## src/rtl/mem_arbiter.sv

```systemverilog
// Two-port memory arbiter (instruction fetch + data) onto one memory port with one transaction outstanding.
// Data wins by default; fetch is forced through after STARVE_LIMIT consecutive losses.
module mem_arbiter #(
    parameter int unsigned STARVE_LIMIT = 4
) (
    input  logic        clk_i,
    input  logic        rst_ni,
    input  logic        if_req_i,
    input  logic [31:0] if_addr_i,
    input  logic        if_flush_i,
    output logic        if_gnt_o,
    output logic        if_rvalid_o,
    output logic [31:0] if_rdata_o,
    input  logic        d_req_i,
    input  logic        d_we_i,
    input  logic [3:0]  d_be_i,
    input  logic [31:0] d_addr_i,
    input  logic [31:0] d_wdata_i,
    output logic        d_gnt_o,
    output logic        d_rvalid_o,
    output logic [31:0] d_rdata_o,
    output logic        mem_req_o,
    output logic        mem_we_o,
    output logic [3:0]  mem_be_o,
    output logic [31:0] mem_addr_o,
    output logic [31:0] mem_wdata_o,
    input  logic        mem_gnt_i,
    input  logic        mem_rvalid_i,
    input  logic [31:0] mem_rdata_i
);
    typedef enum logic [1:0] {
        ST_IDLE = 2'd0,
        ST_REQ  = 2'd1,
        ST_RESP = 2'd2
    } state_e;

    typedef enum logic {
        OWN_FETCH = 1'b0,
        OWN_DATA  = 1'b1
    } owner_e;

    localparam logic [3:0] STARVE_MAX = 4'(STARVE_LIMIT);

    state_e      state_q, state_d;
    owner_e      owner_q, owner_d;
    logic [3:0]  starve_cnt_q, starve_cnt_d;
    logic        drop_q, drop_d;
    logic        mem_req_q, mem_req_d;
    logic        mem_we_q, mem_we_d;
    logic [3:0]  mem_be_q, mem_be_d;
    logic [31:0] mem_addr_q, mem_addr_d;
    logic [31:0] mem_wdata_q, mem_wdata_d;

    logic        both_req_s;
    logic        fetch_wins_s;
    logic        fetch_flush_s;
    logic        gnt_ev_s;
    logic        rsp_ev_s;
    logic        fetch_ok_s;
    logic        if_rvalid_s;
    logic        d_rvalid_s;

    // Next-state: arbitration, field latching, starvation counter and flush-drop tracking
    always_comb begin
        state_d       = state_q;
        owner_d       = owner_q;
        starve_cnt_d  = starve_cnt_q;
        drop_d        = drop_q;
        mem_req_d     = mem_req_q;
        mem_we_d      = mem_we_q;
        mem_be_d      = mem_be_q;
        mem_addr_d    = mem_addr_q;
        mem_wdata_d   = mem_wdata_q;
        both_req_s    = if_req_i & d_req_i;
        fetch_wins_s  = if_req_i & (~d_req_i | (starve_cnt_q >= STARVE_MAX));
        fetch_flush_s = (owner_q == OWN_FETCH) & if_flush_i;
        case (state_q)
            ST_IDLE: begin
                if (if_req_i | d_req_i) begin
                    state_d   = ST_REQ;
                    mem_req_d = 1'b1;
                    if (fetch_wins_s) begin
                        owner_d      = OWN_FETCH;
                        starve_cnt_d = 4'd0;
                        mem_we_d     = 1'b0;
                        mem_be_d     = 4'hF;
                        mem_addr_d   = if_addr_i;
                        mem_wdata_d  = 32'h0;
                    end else begin
                        owner_d     = OWN_DATA;
                        mem_we_d    = d_we_i;
                        mem_be_d    = d_be_i;
                        mem_addr_d  = d_addr_i;
                        mem_wdata_d = d_wdata_i;
                        // Saturating so a corrupted count can never run past the limit
                        if (both_req_s && (starve_cnt_q < STARVE_MAX)) begin
                            starve_cnt_d = starve_cnt_q + 4'd1;
                        end else begin
                            starve_cnt_d = starve_cnt_q;
                        end
                    end
                end else begin
                    state_d = ST_IDLE;
                end
            end
            ST_REQ: begin
                drop_d = drop_q | fetch_flush_s;
                if (mem_gnt_i) begin
                    state_d     = ST_RESP;
                    mem_req_d   = 1'b0;
                    mem_we_d    = 1'b0;
                    mem_be_d    = 4'h0;
                    mem_addr_d  = 32'h0;
                    mem_wdata_d = 32'h0;
                end else begin
                    state_d = ST_REQ;
                end
            end
            ST_RESP: begin
                if (mem_rvalid_i) begin
                    state_d = ST_IDLE;
                    drop_d  = 1'b0;
                end else begin
                    state_d = ST_RESP;
                    drop_d  = drop_q | fetch_flush_s;
                end
            end
            default: begin
                state_d   = ST_IDLE;
                drop_d    = 1'b0;
                mem_req_d = 1'b0;
            end
        endcase
    end

    // Requester handshakes are forwarded in the same cycle as the memory event
    always_comb begin
        gnt_ev_s    = (state_q == ST_REQ) & mem_gnt_i;
        rsp_ev_s    = (state_q == ST_RESP) & mem_rvalid_i;
        fetch_ok_s  = (owner_q == OWN_FETCH) & ~drop_q & ~if_flush_i;
        if_rvalid_s = rsp_ev_s & fetch_ok_s;
        d_rvalid_s  = rsp_ev_s & (owner_q == OWN_DATA);
        if_gnt_o    = gnt_ev_s & fetch_ok_s;
        d_gnt_o     = gnt_ev_s & (owner_q == OWN_DATA);
        if_rvalid_o = if_rvalid_s;
        d_rvalid_o  = d_rvalid_s;
        if_rdata_o  = if_rvalid_s ? mem_rdata_i : 32'h0;
        d_rdata_o   = d_rvalid_s ? mem_rdata_i : 32'h0;
    end

    // State and latched memory-side request registers
    always_ff @(posedge clk_i or negedge rst_ni) begin
        if (!rst_ni) begin
            state_q      <= ST_IDLE;
            owner_q      <= OWN_FETCH;
            starve_cnt_q <= 4'd0;
            drop_q       <= 1'b0;
            mem_req_q    <= 1'b0;
            mem_we_q     <= 1'b0;
            mem_be_q     <= 4'h0;
            mem_addr_q   <= 32'h0;
            mem_wdata_q  <= 32'h0;
        end else begin
            state_q      <= state_d;
            owner_q      <= owner_d;
            starve_cnt_q <= starve_cnt_d;
            drop_q       <= drop_d;
            mem_req_q    <= mem_req_d;
            mem_we_q     <= mem_we_d;
            mem_be_q     <= mem_be_d;
            mem_addr_q   <= mem_addr_d;
            mem_wdata_q  <= mem_wdata_d;
        end
    end

    assign mem_req_o   = mem_req_q;
    assign mem_we_o    = mem_we_q;
    assign mem_be_o    = mem_be_q;
    assign mem_addr_o  = mem_addr_q;
    assign mem_wdata_o = mem_wdata_q;

endmodule

```

## config.mk

```make
export PLATFORM = sky130hd
export DESIGN_NAME = mem_arbiter
export DESIGN_NICKNAME = d
export VERILOG_FILES = /design/src/rtl/mem_arbiter.sv
export SDC_FILE = /design/constraint.sdc
export NUM_CORES = 1
export LEC_CHECK = 0
export CAP_MARGIN = 0
export CORE_AREA = 2 2 107 109
export DETAILED_ROUTE_END_ITERATION = 8
export DIE_AREA = 0 0 109 111
export PLACE_DENSITY_LB_ADDON = 0.1
export SLEW_MARGIN = 20
export SYNTH_ARGS = -nofsm -noshare
export SYNTH_HDL_FRONTEND = slang
export SYNTH_SLANG_ARGS = --single-unit
export TNS_END_PERCENT = 20
```

## constraint.sdc

```tcl
create_clock -name clk_i -period 4.1 [get_ports clk_i]
set_input_delay 0.615 -clock clk_i [delete_from_list [all_inputs] [get_ports clk_i]]
set_output_delay 0.615 -clock clk_i [all_outputs]
set_load 0.01 [all_outputs]
```

==> results of run 1 <==
-- cell usage in the layout, fill, tap and decap left out, drive strengths merged, types with 3 or more instances in the layout --
master and count:
nor3b 34, inv 4, a21oi 5, a22o 33, ha 5, nor2 8, clkbuf 10, dfrtp 78
bufinv 3, o21ai 4, and2 65, buf 7, a221o 36, clkdlybuf4s50 276, nand2 8
-- cell families (layout without fill, tap and decap cells) --
| logic type | count (synthesis) | in the layout | synth area share |
|---|---|---|---|
| AO/OA/AOI/OAI | 82 | 82 | 0.1955 |
| adder cells (fa/ha/maj) | 5 | 5 | 0.01680 |
| buffers and inverters | 32 | 303 | 0.04871 |
| flip-flops | 78 | 78 | 0.5240 |
| other | 0 | 2 | 0 |
| AND/OR/NAND/NOR | 124 | 124 | 0.2150 |
-- worst max-delay path: cells and delay by family --
family,cells,cell delay [ps]
AND/OR/NAND/NOR,2,940
buffers and inverters,2,1050
-- flip-flops by register name, indices dropped and copies added (netlist names) --
signal        cells
mem_addr_o       32
mem_wdata_o      32
mem_be_o          4
starve_cnt_q      4
state_q           2
drop_q            1
mem_req_o         1
mem_we_o          1
owner_q           1
-- worst max-delay path by stage --
stage                            start             end  slack [ps]  cells past startpoint
after floorplan             state_q[0]  if_rdata_o[22]        1860                      6
after global placement    mem_rvalid_i    d_rdata_o[3]        1030                      4
after detailed placement  mem_rvalid_i    d_rdata_o[5]         840                      4
after CTS                   state_q[0]    d_rdata_o[5]         830                      5
after global routing        state_q[0]    d_rdata_o[5]         670                      5
final                     mem_rvalid_i    d_rdata_o[5]         870                      4
-- cell type report --
| class | count | area share |
|---|---|---|
| Sequential cell | 78 | 0.2826 |
| Clock buffer | 10 | 0.03315 |
| Antenna cell | 2 | 0.0007246 |
| Inverter | 4 | 0.002174 |
| Timing Repair Buffer | 283 | 0.4076 |
| Clock inverter | 6 | 0.01594 |
| Multi-Input combinational cell | 211 | 0.2319 |
| Tap cell | 143 | 0.02591 |
-- per-layer routing --
| layer | up-vias | global-route usage | wire length, um |
|---|---|---|---|
| met2 | 183 | 0.3640 | 6419 |
| met3 | 28 | 0.08760 | 1480 |
| li1 | 1715 | - | - |
| met5 | - | 0 | 0 |
| met4 | 0 | 0.09316 | 380 |
| met1 | 1706 | 0.2337 | 4805 |
-- power by group --
group          total [mW]  switching [mW]  internal, mW
Clock               0.907           0.313         0.594
Sequential           1.30           0.197          1.11
Combinational        2.01           0.906          1.10
Total                4.22            1.42          2.80
-- metrics by stage --
stage,hold WS (ps),setup slack [ps],std cells,total power [mW]
2_1_floorplan,319.4,1857,321,2.362
3_3_place_gp,471.0,1029,719,3.292
3_5_place_dp,479.6,836.2,719,3.337
4_1_cts,476.0,830.9,735,4.262
5_1_grt,520.3,671.4,735,4.469
6_report,439.3,868.6,737,4.218
==> impl_metrics.json, run 1 <==
{
  "cts_max_level": 3,
  "synth_top_area_frac": 0.5240,
  "path_cells": "clkdlybuf4s50_1, and3_1, and2_1, clkdlybuf4s50_1",
  "drtIter0Drc": 153,
  "tightest_slew_ps": 1054,
  "synth_edf_count": 0,
  "layout_worst_path_cycle_share": 0.7881,
  "pin_count": 278,
  "portBuffers": 277,
  "multi_input_area_sq_um": 1602,
  "ys_warn_count": 0,
  "worstReg2RegEnd": "mem_addr_o[14]",
  "yosysUniqueCellTypes": 26,
  "finalInstanceArea_sq_um": 6907,
  "p_per_area_nw_per_um2": 610.8,
  "area_delta_synth_final_pct": 85.42,
  "drv_cap": 0,
  "clock_skew_ps": 5.809,
  "hold_viol_final": 0,
  "hpwl_um": 9799,
  "maxSlewHeadroom": 0.2971,
  "fmax_mhz": 309.5,
  "status": "complete, no violations",
  "slowest_stage": "and3_1",
  "num_vias": 3632,
  "grt_pass1_vias": 3732,
  "worst_ir_drop_vdd_v": 0.0003461,
  "post_cts_buffers": 0,
  "drcViolationCount": 0,
  "rrSetupSlack_ps": 1610,
  "critical_path_class": "in -> out",
  "synth.most_common_cell": "dfrtp_1",
  "root_buffer": "clkbuf_16",
  "grt_overflow": 0,
  "tns_ps": 0,
  "period_needed_ps": 3231,
  "cp_data_arrival_time_ps": 2620,
  "drv_slew": 0,
  "synth_area_leaders": "dfrtp_1 52%, and2_1 11%, a221o_1 9.7%",
  "drive_gt1_frac": 0.04730,
  "initial_core_util": 0.3363,
  "hold_class": "in -> async",
  "synthArstFlopShare": 1.000,
  "dieHeight_um": 111,
  "setup_violations": 0,
  "path_common_cell": "clkdlybuf4s50_1",
  "fillCellCount": 958,
  "dr.pass1.iters": 4,
  "wl_per_cell_um": 17.76,
  "die_w_um": 109,
  "antenna_found_initial": 2,
  "grt_usage": 0.2152,
  "ant_nets": 0,
  "vias_per_cell": 4.928,
  "fp-row-count": 39,
  "clock_sinks": 78,
  "cts.clk_slew.worst_paths_ps": 60,
  "cts_resized": 0,
  "cp-end-kind": "output port",
  "gp_congestion": 0.7782,
  "synth-seq-area-share": 0.5240,
  "rsz0062_at_grt": "no",
  "clock_latency_ps": 340,
  "cts_inserted_buffers": 9,
  "placedInstanceArea_sq_um": 6563,
  "slowest_delay_ps": 690,
  "syn_area_sq_um": 3725,
  "power.leakage_nw": 2.863,
  "coreArea_sq_um": 11080,
  "synth_top_cell_by_area": "dfrtp_1",
  "synthFlopType": "dfrtp_1",
  "avgSynthCellArea_sq_um": 11.60,
  "finalWirelength_um": 13090,
  "finalNetCount": 732,
  "cts_tree": "built",
  "cp-start-kind": "input port",
  "clk_path_buf_depth": 2,
  "crit_path_max_fanout": 33,
  "rr_worst_depth": 6,
  "netlist_instances": 321,
  "ctsHoldBuffers": 0,
  "syn_nets": 466,
  "grt_pass1_wl_um": 19940,
  "grt_start_max_net_pins": 79,
  "rr_startpoint": "state_q[1]",
  "ys_ff_latch": 78,
  "regArea_sq_um": 1952,
  "fin_util": 0.6235,
  "synthTopCellsByCount": "78 x dfrtp_1, 65 x and2_1, 36 x a221o_1",
  "worstPathRequired_ps": 3480,
  "die_area_sq_um": 12100
}
No activity file was read; power rests on OpenSTA's default activity.
==> inputs of run 2 (changes only) <==
Settings changed: CORE_AREA 2 2 107 109 to not set, CORE_MARGIN set to 2, CORE_UTILIZATION set to 34, DIE_AREA 0 0 109 111 to not set.
Clock period 4.1 ns to 3.08 ns, I/O delays scaled along.
==> run 2 against run 1 <==
- clock power decreased by 8.8%
- flip-flop and latch count unchanged
- cell count unchanged
- count of clock-buffer cells in the layout increased by 1
- clock skew increased by 4.6 ps
- non-clock buffer count increased by 5
- highest routed layer unchanged
- register-to-register slack got worse by 690 ps
- via count decreased by 0.61%
- critical path depth increased by 3
- total power increased by 25%
==> impl_metrics.json, run 2 (synthesis gave the netlist of run 1 again) <==
{
  "status": "complete, no violations",
  "clk_path_buf_depth": 2,
  "drive_gt1_frac": 0.05695,
  "drv_cap": 0,
  "dieHeight_um": 108.7,
  "die_w_um": 108.7,
  "dr.pass1.iters": 5,
  "swShare": 0.3541,
  "p_int_mw": 3.396,
  "ant_nets": 0,
  "p_clk_frac": 0.157,
  "cts_inserted_buffers": 9,
  "coreArea_sq_um": 10750,
  "p_per_area_nw_per_um2": 771.1,
  "die_area_sq_um": 11810,
  "power.leakage_nw": 2.838,
  "cts_resized": 0,
  "crit_family": "buffers and inverters",
  "maxSlewHeadroom": 0.3505,
  "grt_start_max_net_pins": 79,
  "grt_usage": 0.2109,
  "finalNetCount": 737,
  "clock_latency_ps": 360,
  "placedInstanceArea_sq_um": 6596,
  "layout_commonest_cell": "clkdlybuf4s50_1",
  "drtIter0Drc": 126,
  "setup_violations": 0,
  "num_antenna_cells": 0,
  "hpwl_um": 9725,
  "cts_max_level": 3,
  "slowest_stage": "clkdlybuf4s50_1",
  "layout_worst_path_cycle_share": 0.9013,
  "cts.clk_slew.worst_paths_ps": 90,
  "portBuffers": 277,
  "fmax_mhz": 360.2,
  "worstPathRequired_ps": 2620,
  "pwr-share-seq": 0.329,
  "root_buffer": "clkbuf_8",
  "grt_pass1_vias": 3643,
  "wl_per_cell_um": 17.35,
  "drv_slew": 0,
  "post_cts_buffers": 0,
  "mostFrequentLayoutCells": "276 x clkdlybuf4s50_1, 78 x dfrtp_1, 65 x and2_1",
  "drcViolationCount": 0,
  "finalWirelength_um": 12790,
  "gp_congestion": 0.7322,
  "clock_skew_ps": 10.40,
  "pin_count": 278,
  "cp-end-kind": "output port",
  "num_vias": 3610,
  "clock_sinks": 78,
  "path_cells": "inv_1, ha_1, nand2_1, nor4_2, buf_4, and2_1, clkdlybuf4s50_1",
  "rsz0062_at_grt": "no",
  "vias_per_cell": 4.898,
  "area_delta_synth_final_pct": 83.07,
  "p_comb_frac": 0.513,
  "slowest_delay_ps": 530,
  "fp-row-count": 38,
  "worst_ir_drop_vdd_v": 0.0004126,
  "critical_path_class": "reg -> out",
  "rrSetupSlack_ps": 920,
  "fillCellCount": 936,
  "ctsHoldBuffers": 0,
  "tightest_slew_ps": 974.2,
  "finalInstanceArea_sq_um": 6819,
  "initial_core_util": 0.3466,
  "cp_data_arrival_time_ps": 2310,
  "tns_ps": 0,
  "antenna_found_initial": 0,
  "hold_slack_ps": 237.3,
  "cts_tree": "built",
  "crit_buf_inv": 3,
  "period_needed_ps": 2776,
  "cp-start-kind": "flop",
  "hold_viol_final": 0,
  "total_power_mw": 5.258,
  "hold_class": "in -> async",
  "p_sw_mw": 1.862,
  "grt_overflow": 0,
  "crit_path_max_fanout": 19,
  "grt_pass1_wl_um": 18940
}
run 2: cell count changes in the layout (fill, tap and decap cells not counted), moves of 2 or more:
cell,change
inv_6,+2
bufinv_16,-2
diode_2,-2
clkbuf_8,+11
clkbuf_16,-9
buf_4,+5
run 2: metrics by stage:
stage | setup slack (ps) | utilization | cells
2_1_floorplan | 990.2 | - | 321
3_3_place_gp | 501.3 | 0.6139 | 721
3_5_place_dp | 461.8 | 0.6139 | 721
4_1_cts | 271.0 | 0.6339 | 737
5_1_grt | 151.0 | 0.6346 | 737
6_report | 303.9 | 0.6346 | 737
run 2: path summary, 6_finish.rpt:
path                       startpoint               to  cells past startpoint
hold reg to reg             mem_req_o        mem_req_o                      1
max in group asynchronous      rst_ni    mem_addr_o[0]                      1
setup reg to reg           state_q[0]    mem_addr_o[0]                      6
min in group clk_i          mem_req_o        mem_req_o                      1
hold / removal                 rst_ni  mem_wdata_o[19]                      1
setup / recovery           state_q[0]   if_rdata_o[14]                      7
run 2: power groups by stage:
stage | clock [mW] | sequential (mW) | combinational, mW
after global routing | 0.907 | 1.79 | 2.92
after CTS | 0.860 | 1.73 | 2.73
after detailed placement | 0 | 1.74 | 2.72
after global placement | 0 | 1.73 | 2.68
after floorplan | 0 | 1.90 | 1.24
final | 0.827 | 1.73 | 2.70
run 2: per-layer routing:
layer | GRT usage | routed length (um) | up-vias
met5 | 0 | 0 | -
met3 | 0.07352 | 1134 | 9
met4 | 0.05769 | 119 | 0
met2 | 0.3920 | 6800 | 161
met1 | 0.2257 | 4730 | 1718
li1 | - | - | 1722
run 2: cell type report:
cell class	instances	area, sq um	share of cell area
Timing Repair Buffer	288	2853	0.4183
Multi-Input combinational cell	211	1609	0.2360
Inverter	4	15.01	0.002202
Sequential cell	78	1952	0.2862
Clock buffer	11	151.4	0.02220
Clock inverter	5	63.81	0.009358
Tap cell	140	175.2	0.02569
==> inputs of run 3 (changes only) <==
Settings changed: SKIP_LAST_GASP set to 1.
==> results of run 3 <==
Final layout, timing and power as in run 2 (identical DEF).
